File: config.mk
export PLATFORM = sky130hd
export DESIGN_NAME = stopwatch_ctrl_flat
export DESIGN_NICKNAME = d
export VERILOG_FILES = /design/src/rtl/stopwatch_pkg.sv /design/src/rtl/stopwatch_if.sv /design/src/rtl/tick_prescaler.sv /design/src/rtl/stopwatch_ctrl.sv /design/src/flat_wrapper.sv
export SDC_FILE = /design/constraint.sdc
export NUM_CORES = 1
export LEC_CHECK = 0
export ABC_AREA = 1
export CAP_MARGIN = 25
export CORE_MARGIN = 4
export CORE_UTILIZATION = 60
export DETAILED_ROUTE_END_ITERATION = 7
export MAX_ROUTING_LAYER = met4
export PLACE_DENSITY = 0.8
export SKIP_CTS_REPAIR_TIMING = 1
export SLEW_MARGIN = 20
export SYNTH_ARGS = -nofsm -noshare
export SYNTH_HDL_FRONTEND = slang
export SYNTH_SLANG_ARGS = --single-unit
export TNS_END_PERCENT = 100
File: constraint.sdc
create_clock -name clk -period 4.6 [get_ports clk]
set_clock_uncertainty 0.05 [all_clocks]
set_input_delay 0.46 -clock clk [delete_from_list [all_inputs] [get_ports clk]]
set_output_delay 0.46 -clock clk [all_outputs]
set_load 0.02 [all_outputs]
File: src/rtl/stopwatch_pkg.sv
// stopwatch_pkg: state encodings, BCD constants and prescaler defaults shared by the stopwatch controller.
package stopwatch_pkg;
   typedef enum logic [1:0] {
      ST_IDLE  = 2'b00,
      ST_RUN   = 2'b01,
      ST_PAUSE = 2'b10,
      ST_DONE  = 2'b11
   } state_e;
   localparam logic [3:0] BCD_ZERO = 4'd0;
   localparam logic [3:0] BCD_MAX = 4'd9;
   localparam int TICK_DIV_SYN = 100000000;
   localparam int TICK_DIV_SIM = 4;
   localparam int CNT_W_SYN = 27;
endpackage

File: src/rtl/stopwatch_if.sv
// stopwatch_if: button pulses and at_max in, counter strobes and status out.
interface stopwatch_if;
   import stopwatch_pkg::*;
   logic   start_stop;
   logic   clear;
   logic   lap;
   logic   at_max;
   logic   increase;
   logic   load_def;
   logic   freeze;
   state_e state;
   logic   running;
   modport master (output start_stop, clear, lap, at_max,
                   input increase, load_def, freeze, state, running);
   modport slave (input start_stop, clear, lap, at_max,
                  output increase, load_def, freeze, state, running);
endinterface

File: src/rtl/tick_prescaler.sv
// tick_prescaler: counts 0..TICK_DIV-1 while enabled and pulses tick on the last count; clr has priority.
module tick_prescaler #(
   parameter int TICK_DIV = 4,
   parameter int CNT_W = 3
) (
   input  logic clk,
   input  logic rst_n,
   input  logic en,
   input  logic clr,
   output logic tick
);
   logic [CNT_W-1:0] cnt_q, cnt_d;
   logic last;
   assign last = cnt_q == CNT_W'(TICK_DIV - 1);
   assign tick = en && last;
   always_comb begin
      cnt_d = clr ? '0 : en ? (last ? '0 : cnt_q + 1'b1) : cnt_q;
   end
   always_ff @(posedge clk or negedge rst_n) begin
      if (!rst_n) cnt_q <= '0;
      else cnt_q <= cnt_d;
   end
endmodule

File: src/rtl/stopwatch_ctrl.sv
// stopwatch_ctrl: run/pause FSM turning button pulses into increase/load_def strobes for a BCD digit chain.
// Define AUTO_STOP_EN to halt in DONE when a tick arrives with the chain at its maximum.
module stopwatch_ctrl
   import stopwatch_pkg::*;
#(
   parameter int TICK_DIV = TICK_DIV_SYN,
   parameter int CNT_W = CNT_W_SYN
) (
   input logic      clk,
   input logic      rst_n,
   stopwatch_if.slave sw
);
   state_e st_q, st_d;
   logic inc_q, inc_d, ld_q, ld_d, frz_q, frz_d;
   logic tick, stop_hit;
   tick_prescaler #(.TICK_DIV(TICK_DIV), .CNT_W(CNT_W)) u_presc (
      .clk  (clk),
      .rst_n(rst_n),
      .en   (st_q == ST_RUN && !sw.clear),
      .clr  (sw.clear),
      .tick (tick)
   );
`ifdef AUTO_STOP_EN
   assign stop_hit = tick && sw.at_max;
`else
   assign stop_hit = 1'b0;
`endif
   always_comb begin
      case (st_q)
         ST_RUN:   st_d = sw.start_stop ? ST_PAUSE : stop_hit ? ST_DONE : ST_RUN;
         ST_PAUSE: st_d = sw.start_stop ? ST_RUN : ST_PAUSE;
`ifdef AUTO_STOP_EN
         ST_DONE:  st_d = ST_DONE;
`endif
         default:  st_d = sw.start_stop ? ST_RUN : ST_IDLE;
      endcase
      if (sw.clear) st_d = ST_IDLE;
      // load strobe reuses increase, since digits only accept def_value while increase=1
      inc_d = sw.clear || (tick && !sw.start_stop && !stop_hit);
      ld_d = sw.clear;
      frz_d = sw.clear ? 1'b0 : (sw.lap && (st_q == ST_RUN || st_q == ST_PAUSE)) ? !frz_q : frz_q;
   end
   always_ff @(posedge clk or negedge rst_n) begin
      if (!rst_n) begin
         st_q <= ST_IDLE;
         inc_q <= 1'b0;
         ld_q <= 1'b0;
         frz_q <= 1'b0;
      end else begin
         st_q <= st_d;
         inc_q <= inc_d;
         ld_q <= ld_d;
         frz_q <= frz_d;
      end
   end
   assign sw.increase = inc_q;
   assign sw.load_def = ld_q;
   assign sw.freeze = frz_q;
   assign sw.state = st_q;
   assign sw.running = st_q == ST_RUN;
endmodule
File: src/flat_wrapper.sv
// flat-port wrapper written by rule: the top's interface ports become plain ports
module stopwatch_ctrl_flat import stopwatch_pkg::*;
#(
   parameter int TICK_DIV = TICK_DIV_SYN,
   parameter int CNT_W = CNT_W_SYN
)
  (clk, rst_n, sw_start_stop, sw_clear, sw_lap, sw_at_max, sw_increase, sw_load_def, sw_freeze, sw_state, sw_running);
  stopwatch_if sw_i ();
  input logic clk;
  input logic rst_n;
  input wire logic [$bits(sw_i.start_stop)-1:0] sw_start_stop;
  input wire logic [$bits(sw_i.clear)-1:0] sw_clear;
  input wire logic [$bits(sw_i.lap)-1:0] sw_lap;
  input wire logic [$bits(sw_i.at_max)-1:0] sw_at_max;
  output wire logic [$bits(sw_i.increase)-1:0] sw_increase;
  output wire logic [$bits(sw_i.load_def)-1:0] sw_load_def;
  output wire logic [$bits(sw_i.freeze)-1:0] sw_freeze;
  output wire logic [$bits(sw_i.state)-1:0] sw_state;
  output wire logic [$bits(sw_i.running)-1:0] sw_running;
  assign sw_i.start_stop = sw_start_stop;
  assign sw_i.clear = sw_clear;
  assign sw_i.lap = sw_lap;
  assign sw_i.at_max = sw_at_max;
  assign sw_increase = sw_i.increase;
  assign sw_load_def = sw_i.load_def;
  assign sw_freeze = sw_i.freeze;
  assign sw_state = sw_i.state;
  assign sw_running = sw_i.running;
  stopwatch_ctrl #(.TICK_DIV(TICK_DIV), .CNT_W(CNT_W)) u_core (.clk(clk), .rst_n(rst_n), .sw(sw_i));
endmodule
### After elaboration in Yosys (flattened, before gate mapping)

Index checks and enable logic that the tools add are counted.

| word-level totals | value |
|---|---|
| word-level logic and storage cells | 30 |
| output and inout bits | 6 |
| register bits | 32 |

| operators by class | value |
|---|---|
| eq/ne operators | 3 |
| $add $sub $neg | 1 |
| muxes and demuxes | 10 |
| reductions and logical operators | 11 |

Operators by type and width:

| cell | number |
|---|---|
| 2-to-1 mux 27 bit | 3 |
| adder 27 x 1 -> 27 bit (second input constant) | 1 |
| equality test 27 bit (second input constant) | 1 |
| 2-to-1 mux 2 bit | 3 |
| logical AND 1 bit | 4 |
| one-hot mux 2 bit (2 select lines) | 1 |
| nonzero test 2 bit | 2 |
| logical NOT 1 bit | 3 |
| 2-to-1 mux 1 bit | 3 |
| equality test 2 x 1 -> 1 bit (second input constant) | 1 |
| equality test 2 bit (second input constant) | 1 |
| logical OR 1 bit | 2 |

### Longest topological paths before layout

| logic depth | value |
|---|---|
| depth in word-level cells | 5 |
| depth in mapped cells | 11 |

### By module

From an unflattened synthesis, not the netlist that was laid out.

| second synthesis, totals | value |
|---|---|
| cell total of the unflattened synthesis | 285 |
| area, all modules | 1958.1 µm² |

By module, submodules not included:

| module | area an instance (µm²) | instances | seq. area each (µm²) | cells each |
|---|---|---|---|---|
| tick_prescaler | 1701.6 | 1 | 675.6 | 257 |
| stopwatch_ctrl | 256.5 | 1 | 125.1 | 28 |

### Worst setup path after synthesis

OpenSTA, ideal clock, no wires.

| timing | value |
|---|---|
| path kind | flip-flop to flip-flop |
| start point | register u_core.st_q[1] (netlist: u_core.sw.state[1]) |
| end point | register u_core.u_presc.cnt_q[20] |
| path slack | 2.845 ns |
| data required time | 4.467 ns |
| arrival time | 1.623 ns |
| period minus slack after synthesis | 1.755 ns |
| cell stages (with the launch flop) | 8 |
| library setup time | 0.083 ns |
| path through | dfrtp_1 inv_1 ha_1 nor2_1 buf_2 clkbuf_1 nand2_1 o21ai_0 |

| on the way | value |
|---|---|
| word-level cells in the longest chain between the ends | 3 |

Ends and longest elaborated chain:

| what | RTL line | RTL |
|---|---|---|
| start: declaration | stopwatch_ctrl.sv:13 | `state_e st_q, st_d;` |
| start signal: assignment | stopwatch_ctrl.sv:50 | `st_q <= st_d;` |
| equality test 2 x 1 -> 1 bit | - |  |
| named net sw_running | flat_wrapper.sv:19 | `output wire logic [$bits(sw_i.running)-1:0] sw_running;` |
| logical AND 1 bit | stopwatch_ctrl.sv:19 | `.en (st_q == ST_RUN && !sw.clear),` |
| nonzero test 2 bit (no line) | - |  |
| end signal: assignment | tick_prescaler.sv:21 | `else cnt_q <= cnt_d;` |
| end: declaration | tick_prescaler.sv:12 | `logic [CNT_W-1:0] cnt_q, cnt_d;` |

The timed path passes the listed nets, and every way through them passes these cells.
A chain may end at the register's enable or synchronous reset.

### Final worst setup path

| timing | value |
|---|---|
| start point | register u_core.st_q[1] (netlist: u_core.sw.state[1]) |
| end point | output sw_running |

| on the way | value |
|---|---|
| word-level cells in the longest chain between the ends | 1 |

Ends and longest elaborated chain:

| what | RTL line | RTL |
|---|---|---|
| equality test 2 x 1 -> 1 bit | stopwatch_ctrl.sv:60 | `assign sw.running = st_q == ST_RUN;` |
| end: declaration | flat_wrapper.sv:19 |  |

Every way passes these cells.

==> metrics.txt <==
# TYPE chip_impl_metric gauge
chip_impl_metric{name="timing.max_cap.violations",unit=""} 0
chip_impl_info{name="worst_setup_path_start_kind",value="flop"} 1
chip_impl_metric{name="synth_cell_type_count",unit=""} 25
chip_impl_metric{name="timing.critical_path.fanout_max",unit=""} 5
chip_impl_metric{name="timing.slew.headroom",unit="%"} 71.50
chip_impl_info{name="postSynth.topFlopCell",value="sky130_fd_sc_hd__dfrtp_1"} 1
chip_impl_metric{name="ys_seq_area_share",unit="%"} 39.68
chip_impl_metric{name="effective_utilization_at_floorplan",unit="%"} 64.52
chip_impl_metric{name="drt_pass_1_iters",unit=""} 4
chip_impl_metric{name="mappedNetlistNets",unit=""} 311
chip_impl_metric{name="setup_total_negative_slack",unit="ps"} 0
chip_impl_metric{name="overflow",unit=""} 0
chip_impl_metric{name="final_period_minus_worst_setup_slack",unit="ps"} 2200
chip_impl_metric{name="synth-edff-count",unit=""} 0
chip_impl_metric{name="cts_made_buffers",unit=""} 5
chip_impl_metric{name="arrival",unit="ps"} 1690
chip_impl_metric{name="floorplan.die.height",unit="microns"} 66.00
chip_impl_metric{name="route.detailed.vias_per_inst",unit=""} 5.193
chip_impl_metric{name="power_internal",unit="uW"} 424.4
chip_impl_metric{name="clkSlewWorstSetupHoldPaths",unit="ps"} 110
chip_impl_metric{name="num_antenna_cells",unit=""} 0
chip_impl_info{name="reg2reg_from",value="u_core.sw.state[1]"} 1
chip_impl_metric{name="ctsLongestPathBuffers",unit=""} 2
chip_impl_metric{name="vias_in_the_first_global_route",unit=""} 1742
chip_impl_info{name="run_status",value="completed"} 1
chip_impl_metric{name="core",unit="sq um"} 3128
chip_impl_metric{name="ys_ff_latch",unit=""} 32
chip_impl_metric{name="syn_avg_cell_area",unit="sq um"} 6.683
chip_impl_info{name="hold_path_class",value="in -> async"} 1
chip_impl_metric{name="fraction_of_power_spent_switching_nets",unit="%"} 25.72
chip_impl_info{name="grt_setup_unrepaired",value="false"} 1
chip_impl_metric{name="initialDrtViolationCount",unit=""} 154
chip_impl_metric{name="nets",unit=""} 326
chip_impl_info{name="path_class",value="reg -> out"} 1
chip_impl_metric{name="yosys.area.top_type_share",unit="%"} 39.68
chip_impl_metric{name="whs",unit="ps"} 465.0
chip_impl_metric{name="cp.required",unit="ps"} 4090
chip_impl_info{name="synth.area.top_cells",value="sky130_fd_sc_hd__dfrtp_1 40%, sky130_fd_sc_hd__nand2_1 19%, sky130_fd_sc_hd__nor2_1 9.3%"} 1
chip_impl_metric{name="gp_congestion",unit=""} 0.9278
chip_impl_info{name="yosys.cell_count.top_type",value="sky130_fd_sc_hd__nand2_1"} 1
chip_impl_metric{name="drt-total-wl",unit="microns"} 4499
chip_impl_metric{name="comb_power_share",unit="%"} 10.6
chip_impl_metric{name="die-area",unit="sq um"} 4355
chip_impl_info{name="tritoncts",value="done"} 1
chip_impl_metric{name="clockPowerShare",unit="%"} 37.5
chip_impl_metric{name="h-tree-depth",unit=""} 2
chip_impl_info{name="cts.root.buffer_cell",value="sky130_fd_sc_hd__clkbuf_4"} 1
chip_impl_metric{name="antenna_found_initial",unit=""} 0
chip_impl_metric{name="drt-wirelength-per-cell",unit="microns"} 12.43
chip_impl_info{name="end_kind",value="output pin"} 1
chip_impl_metric{name="switching_power",unit="uW"} 146.9
chip_impl_metric{name="final_design_area_no_fill",unit="sq um"} 2231
chip_impl_metric{name="power_density",unit="nW/um^2"} 256.1
chip_impl_metric{name="fp.dieW",unit="microns"} 66.00
chip_impl_metric{name="achievable-frequency",unit="MHz"} 454.6
chip_impl_metric{name="final.setup.worst_slack",unit="ps"} 2400
chip_impl_metric{name="dp_worst_setup_slack",unit="ps"} 2432
chip_impl_metric{name="worst_pin_slew",unit="ps"} 427.6
chip_impl_metric{name="synth-warning-count",unit=""} 0
chip_impl_metric{name="grt_first_pass_wirelength",unit="microns"} 7948
chip_impl_metric{name="ratio_of_cells_with_drive_above_1_in_the_final_layout",unit="%"} 7.233
chip_impl_metric{name="synthesis.area",unit="sq um"} 2018
chip_impl_metric{name="io_buffer_count",unit=""} 10
chip_impl_metric{name="hpwl",unit="microns"} 3247
chip_impl_metric{name="power.sequential.fraction",unit="%"} 51.9
chip_impl_metric{name="drv_slew",unit=""} 0
chip_impl_metric{name="placed_cell_area",unit="sq um"} 2155
chip_impl_metric{name="post_route_utilization",unit="%"} 71.32
chip_impl_metric{name="timing_hold_violations_final",unit=""} 0
chip_impl_metric{name="final_report_setup_violation_count",unit=""} 0
chip_impl_metric{name="drc_errors",unit=""} 0
chip_impl_metric{name="gr-usage-all-layers",unit="%"} 24.79
chip_impl_metric{name="cts.sinks",unit=""} 32
chip_impl_metric{name="via_count",unit=""} 1880
chip_impl_metric{name="irDropWorstVdd",unit="mV"} 0.2526
chip_impl_metric{name="leakagePower",unit="uW"} 0.0009657
chip_impl_metric{name="synth-async-reset-ratio",unit="%"} 100.0
chip_impl_info{name="synth_commonest_cells",value="104 x sky130_fd_sc_hd__nand2_1, 50 x sky130_fd_sc_hd__nor2_1, 35 x sky130_fd_sc_hd__inv_1, 32 x sky130_fd_sc_hd__dfrtp_1, 27 x sky130_fd_sc_hd__nand3_1"} 1
chip_impl_metric{name="syn2layout_area_growth",unit="%"} 10.54
chip_impl_metric{name="ios",unit=""} 12
chip_impl_metric{name="grt_start_max_net_pins",unit=""} 33
chip_impl_metric{name="antenna_left",unit=""} 0
chip_impl_info{name="worst_setup_path_startpoint",value="u_core.sw.state[1]"} 1
chip_impl_metric{name="clk-insertion-delay-late",unit="ps"} 350
chip_impl_metric{name="num_rows",unit=""} 20
chip_impl_info{name="synthDominantAreaCellType",value="sky130_fd_sc_hd__dfrtp_1"} 1
chip_impl_metric{name="syn_inst",unit=""} 302
chip_impl_metric{name="cells_on_worst_reg2reg_path",unit=""} 8
chip_impl_metric{name="period_share",unit="%"} 47.83
per-layer routing:
metal,global-route usage [%],part of all wire (%),vias up
met3,5.102,6.1,10
li1,-,-,974
met2,37.42,44,54
met1,33.08,47,842
met5,-,0,-
met4,9.137,2.4,0
cells in the final DEF, fill, tap and decap left out, drive strengths merged:
cell type and n:
nand3 27, o21ai 8, nor2 60, clkinv 2
o22ai 2, clkdlybuf4s50 10, o31ai 1, nand4 4
nand3b 1, bufinv 1, xor2 4, a21oi 7
inv 35, nand2 107, xnor2 1, buf 2
o21bai 1, ha 3, clkbuf 6, and2 2
dfrtp 32, nor3 2
registers in the layout, summed over array words and instances, names as in the netlist:
name and cells:
u_core.sw.state 2, u_core.u_presc.cnt_q 27, u_core.sw.increase 1, u_core.sw.load_def 1
u_core.sw.freeze 1
critical path, cell delays in order (launching register included):
cell	delay (ps)
sky130_fd_sc_hd__dfrtp_1	410
sky130_fd_sc_hd__inv_1	60
sky130_fd_sc_hd__ha_1	230
sky130_fd_sc_hd__clkdlybuf4s50_1	640
power by group through the flow:
stage | clock network (uW) | registers, uW | logic, uW
after floorplan | 0 | 305 | 34.2
after global placement | 0 | 302 | 60.5
after detailed placement | 0 | 302 | 61.0
after CTS | 218 | 297 | 61.3
after global routing | 234 | 299 | 68.1
final | 214 | 297 | 60.5
stage by stage:
| stage | power [uW] | std cells |
|---|---|---|
| after CTS | 575.9 | 362 |
| after global routing | 600.8 | 362 |
| after floorplan | 339.4 | 302 |
| final | 571.3 | 362 |
| after detailed placement | 363.2 | 354 |
| after global placement | 362.5 | 354 |
cell type report:
class / instances / area [sq um]
Inverter: 36 / 140.1
Sequential cell: 32 / 800.8
Multi-Input combinational cell: 230 / 1044
Timing Repair Buffer: 12 / 115.1
Fill cell: 278 / 897.1
Tap cell: 44 / 55.05
Clock buffer: 6 / 41.29
Clock inverter: 2 / 35.03
kinds of logic (layout without fill, tap and decap cells):
family / after synthesis / after routing / synth area share (%)
simple gates: 203 / 203 / 42.59
buf+inv: 40 / 56 / 8.618
fa+ha+maj: 3 / 3 / 1.860
compound gates: 19 / 19 / 5.083
flops: 32 / 32 / 39.68
xor+xnor: 5 / 5 / 2.170
worst paths after layout:
kind                                            end  slack [ps]
min reg2reg                        u_core.sw.freeze         490
max reg2reg                u_core.u_presc.cnt_q[11]        2690
max                                      sw_running        2400
min                         u_core.u_presc.cnt_q[3]         470
min in group clk                   u_core.sw.freeze         490
max in group asynchronous   u_core.u_presc.cnt_q[6]        3730
(Power assumes the default switching activity.)
==> RTL change 1, RTL diff (config.mk and constraints unchanged) <==
Build with the macro `AUTO_STOP_EN` defined.
--- a/src/rtl/stopwatch_ctrl.sv
+++ b/src/rtl/stopwatch_ctrl.sv
@@ -1,4 +1,6 @@
 // stopwatch_ctrl: run/pause FSM turning button pulses into increase/load_def strobes for a BCD digit chain.
 // Define AUTO_STOP_EN to halt in DONE when a tick arrives with the chain at its maximum.
+`define AUTO_STOP_EN
+
 module stopwatch_ctrl
    import stopwatch_pkg::*;
Function: no difference found for any inputs over 10 cycles, from zero or initial values and one cycle with rst_n low; that may be too few to reach the edited logic, so the function may still have changed.
==> RTL change 1 against the unedited design <==
Setup slack lost 58 ps. Sequential cell count is the same. Design area grew 7.2%. Synthesized cell count shrank 3.6%. Worst hold slack lost 12 ps. Routed wire length grew 9.0%. Area after synthesis grew 8.4%. Sequential power shrank 3%. Power shrank 11%. Sequential share of layout area shrank 2.4 points. Count of clock-buffer cells in the layout is the same. Maximum frequency shrank 2.6%. Critical endpoint unchanged.
==> RTL change 1: results <==
set metrics [dict create \
    outcome "finished, final reports clean" \
    n_fill_cell 292 \
    grt_usage_pct 24.5 \
    first_pass_iters 5 \
    placedCellCount 345 \
    io_buffers 11 \
    yosysSeqAreaShare_pct 36.6 \
    ys_top_cells_by_area "dfrtp_1 (37%), nand2_1 (13%), inv_1 (6.3%), nor2_1 (3.9%), nand3_1 (3.9%)" \
    hpwlAfterDp_um 3590 \
    ff2ff_path_depth 10 \
    worst_ep_arrival_time_ps 1750 \
    slew_headroom_pct 64.7 \
    yosysUniqueCellTypes 35 \
    met2_usage_pct 37.2 \
    worstReg2RegStart "u_core.u_presc.cnt_q[1]" \
    post_drt_wl_per_cell_um 13.9 \
    syn_nets 302 \
    synthTopCellsByCount "nand2_1 (75), inv_1 (37), dfrtp_1 (32), nor2_1 (23), nand3_1 (17)" \
    p_leak_nw 1.09 \
    gr-usage-met1_pct 31.1 \
    grt_pass1_wl_um 8170 \
    drive_gt1_share_pct 14.7 \
    drt_iter0_markers 141 \
    via_per_inst 5.56 \
    grtUsageMet3_pct 6.73 \
    r2r_setup_slack_ps 2640 \
]
[RTL change 1: metal layers]
metal	routed length (um)	vias to the layer above
met5	0	-
met4	106	0
met3	343	9
met2	2230	61
met1	2220	925
li1	-	968
[RTL change 1: logic make-up after synthesis]
logic type | synth area share (%)
AO/OA/AOI/OAI | 9.43
XOR/XNOR | 3.20
adder cells (fa/ha/maj) | 2.86
buffers and inverters | 9.38
flip-flops | 36.6
AND/OR/NAND/NOR | 38.5
[RTL change 1: worst max-delay path, cell delays in order (launching register included)]
cell and delay, ps:
dfrtp_1 420, inv_1 110, ha_1 250, clkdlybuf4s50_1 630
[RTL change 1: through the flow]
stage | area (um2) | worst slack, ps
3_3_place_gp | 2330 | 2580
3_5_place_dp | 2330 | 2520
4_1_cts | 2390 | 2320
6_report | 2390 | 2340
5_1_grt | 2390 | 2240
2_1_floorplan | 2190 | 2750
[RTL change 1: layout make-up]
class	count	area share [%]
flip-flops and latches	32	33.5
repair buffers	13	5.23
well taps	46	2.41
clock buffers	6	2.15
inverters	42	6.86
clock inverters	2	0.419
multi-input cells	212	49.5
[RTL change 1: power breakdown]
group,total [W],internal (W),switching [W]
clock network,0.000177,0.0000726,0.000104
registers,0.000287,0.000284,0.00000300
logic,0.0000429,0.0000148,0.0000280
[RTL change 1: how the worst max path moves through the flow]
| stage | startpoint | end | depth (start not counted) |
|---|---|---|---|
| floorplan | u_core.sw.state[1] | u_core.u_presc.cnt_q[20] | 9 |
| detailed placement | sw_clear | u_core.u_presc.cnt_q[24] | 6 |
| global route | u_core.sw.state[1] | sw_running | 3 |
| finish | u_core.sw.state[1] | sw_running | 3 |
| CTS | u_core.sw.state[1] | sw_running | 3 |
| global placement | sw_clear | u_core.u_presc.cnt_q[14] | 6 |
==> RTL change 2, RTL diff (same flow settings) <==
Without the edit above. Make the reset (`rst_n`) synchronous in 2 clocked blocks.
--- a/src/rtl/tick_prescaler.sv
+++ b/src/rtl/tick_prescaler.sv
@@ -17,5 +17,5 @@
       cnt_d = clr ? '0 : en ? (last ? '0 : cnt_q + 1'b1) : cnt_q;
    end
-   always_ff @(posedge clk or negedge rst_n) begin
+   always_ff @(posedge clk) begin
       if (!rst_n) cnt_q <= '0;
       else cnt_q <= cnt_d;
--- a/src/rtl/stopwatch_ctrl.sv
+++ b/src/rtl/stopwatch_ctrl.sv
@@ -41,5 +41,5 @@
       frz_d = sw.clear ? 1'b0 : (sw.lap && (st_q == ST_RUN || st_q == ST_PAUSE)) ? !frz_q : frz_q;
    end
-   always_ff @(posedge clk or negedge rst_n) begin
+   always_ff @(posedge clk) begin
       if (!rst_n) begin
          st_q <= ST_IDLE;
Function: differs if rst_n is asserted again (counterexample within 4 cycles, from zero or initial values and one cycle with rst_n low); with rst_n held inactive, the same outputs for 10 cycles.
==> RTL change 2 against the unedited design <==
Register-to-register slack lost 300 ps. Routed wire length is 20% lower. Area after synthesis down 12%. Non-clock buffer count down 2. Critical path depth increased by 1. Setup slack worse by 55 ps. Sequential cell count stayed put. Cell count shrank 17%. Die area down 10%. Global-route usage down 4.6 points. Design area down 11%. Critical endpoint is now u_core.u_presc.cnt_q[17]. Largest cell class unchanged. Highest routed layer unchanged.
Power is not compared: it rests on default switching activity, and its combinational part moved more than twofold at a synthesized area within 25%.
==> RTL change 2: results <==
set metrics [dict create \
    outcome "finished, final reports clean" \
    drive_gt1_share_pct 9.70 \
    synthTopCellsByCount "nor2_1 (54), nand2_1 (49), dfxtp_1 (32), inv_1 (28), nand3_1 (22)" \
    max_stage_delay_ps 680 \
    grt_pass1_vias 1407 \
    fin_nets 276 \
    wl_met2_um 1580 \
    ys_top_cells_by_area "dfxtp_1 (36%), nor2_1 (11%), nand2_1 (10%), nand3_1 (6.2%), inv_1 (5.9%)" \
    clock_latency_ps 330 \
    largest_register_ffs 27 \
    syn_avg_cell_area_um2 7.03 \
    layout.cells.non_filler 299 \
    hold_path.class "reg -> reg" \
    yosysSeqAreaShare_pct 36.0 \
    m1WireLength_um 1710 \
    cp_max_fo 12 \
    gp_congestion 0.864 \
    regMostFlops "u_core.u_presc.cnt_q" \
    grt_pass1_wl_um 6160 \
    critPathSlowestCell "nor2_1" \
    async_flop_share_pct 0 \
    yosysUniqueCellTypes 29 \
    drt_iter0_markers 115 \
    grt_max_degree 13 \
    placedCellCount 291 \
    syn_nets 262 \
    place_area_mm2 0.00190 \
    ff2ff_path_depth 7 \
    worstReg2RegStart "u_core.sw.state[1]" \
    grt_usage_pct 20.2 \
    hpwlAfterDp_um 2630 \
    met3_length_um 240 \
    yosys_warnings 0 \
    post_drt_wl_per_cell_um 12.0 \
    worst_ep_arrival_time_ps 2460 \
    startpoint "sw_clear" \
    vias 1581 \
    n_fill_cell 235 \
    r2r_end "u_core.u_presc.cnt_q[24]" \
    slew_headroom_pct 45.1 \
]
-- RTL change 2: changes by cell type after synthesis, sizes merged, moves of 2 or more --
cell | before | now
nor3 | 2 | 7
dfrtp | 32 | 0
o21ai | 8 | 2
nand3 | 27 | 24
and2 | 2 | 0
nand4 | 4 | 8
nor4 | 0 | 2
xor2 | 4 | 12
nor2 | 60 | 62
dfxtp | 0 | 32
a21oi | 7 | 5
nand2 | 107 | 53
inv | 35 | 30
-- RTL change 2: tightest hold or removal path, stage by stage, from the launching register on --
cell     delay, ps
dfxtp_1        350
nand2_1         70
a21oi_1         50
-- RTL change 2: worst max path at each step --
stage | endpoint | slack, ps | cells after the start
finish | u_core.u_presc.cnt_q[17] | 2340 | 4
CTS | u_core.sw.state[0] | 2350 | 4
detailed placement | u_core.sw.state[0] | 1980 | 4
floorplan | u_core.u_presc.cnt_q[11] | 2810 | 7
global route | u_core.u_presc.cnt_q[18] | 2160 | 7
global placement | u_core.sw.state[0] | 1940 | 4
-- RTL change 2: kinds of logic (layout without fill, tap and decap cells) --
logic type | Yosys count | in the layout | share of synthesized area, %
simple gates | 159 | 159 | 43.8
fa+ha+maj | 3 | 3 | 2.11
compound gates | 13 | 13 | 4.43
xor+xnor | 12 | 12 | 5.91
buf+inv | 34 | 49 | 7.67
flops | 32 | 32 | 36.0
-- RTL change 2: layer usage --
layer | up-vias | GRT usage [%]
met5 | - | -
met4 | 0 | 8.54
li1 | 840 | -
met1 | 694 | 26.9
met2 | 41 | 28.6
met3 | 6 | 5.40
-- RTL change 2: final cells by class --
type	count	area [um2]	area share [%]
repair buffers	10	100	5.03
flip-flops and latches	32	641	32.2
multi-input cells	187	1000	50.3
well taps	31	38.8	1.95
inverters	31	116	5.84
clock buffers	7	65.1	3.27
clock inverters	1	30.0	1.51
-- RTL change 2: power breakdown --
part / internal [W] / switching (W) / total [W]
sequential: 0.000279 / 0.00000123 / 0.000280
combinational: 0.0000113 / 0.0000170 / 0.0000283
clock: 0.000144 / 0.0000988 / 0.000243
total: 0.000435 / 0.000117 / 0.000552
-- RTL change 2: through the flow --
stage               worst slack (ps)  power [W]  hold slack (ps)
floorplan                       2810   0.000303              414
global placement                1940   0.000315              427
detailed placement              1980   0.000315              441
CTS                             2350   0.000557              457
global route                    2160   0.000577              479
finish                          2340   0.000552              457
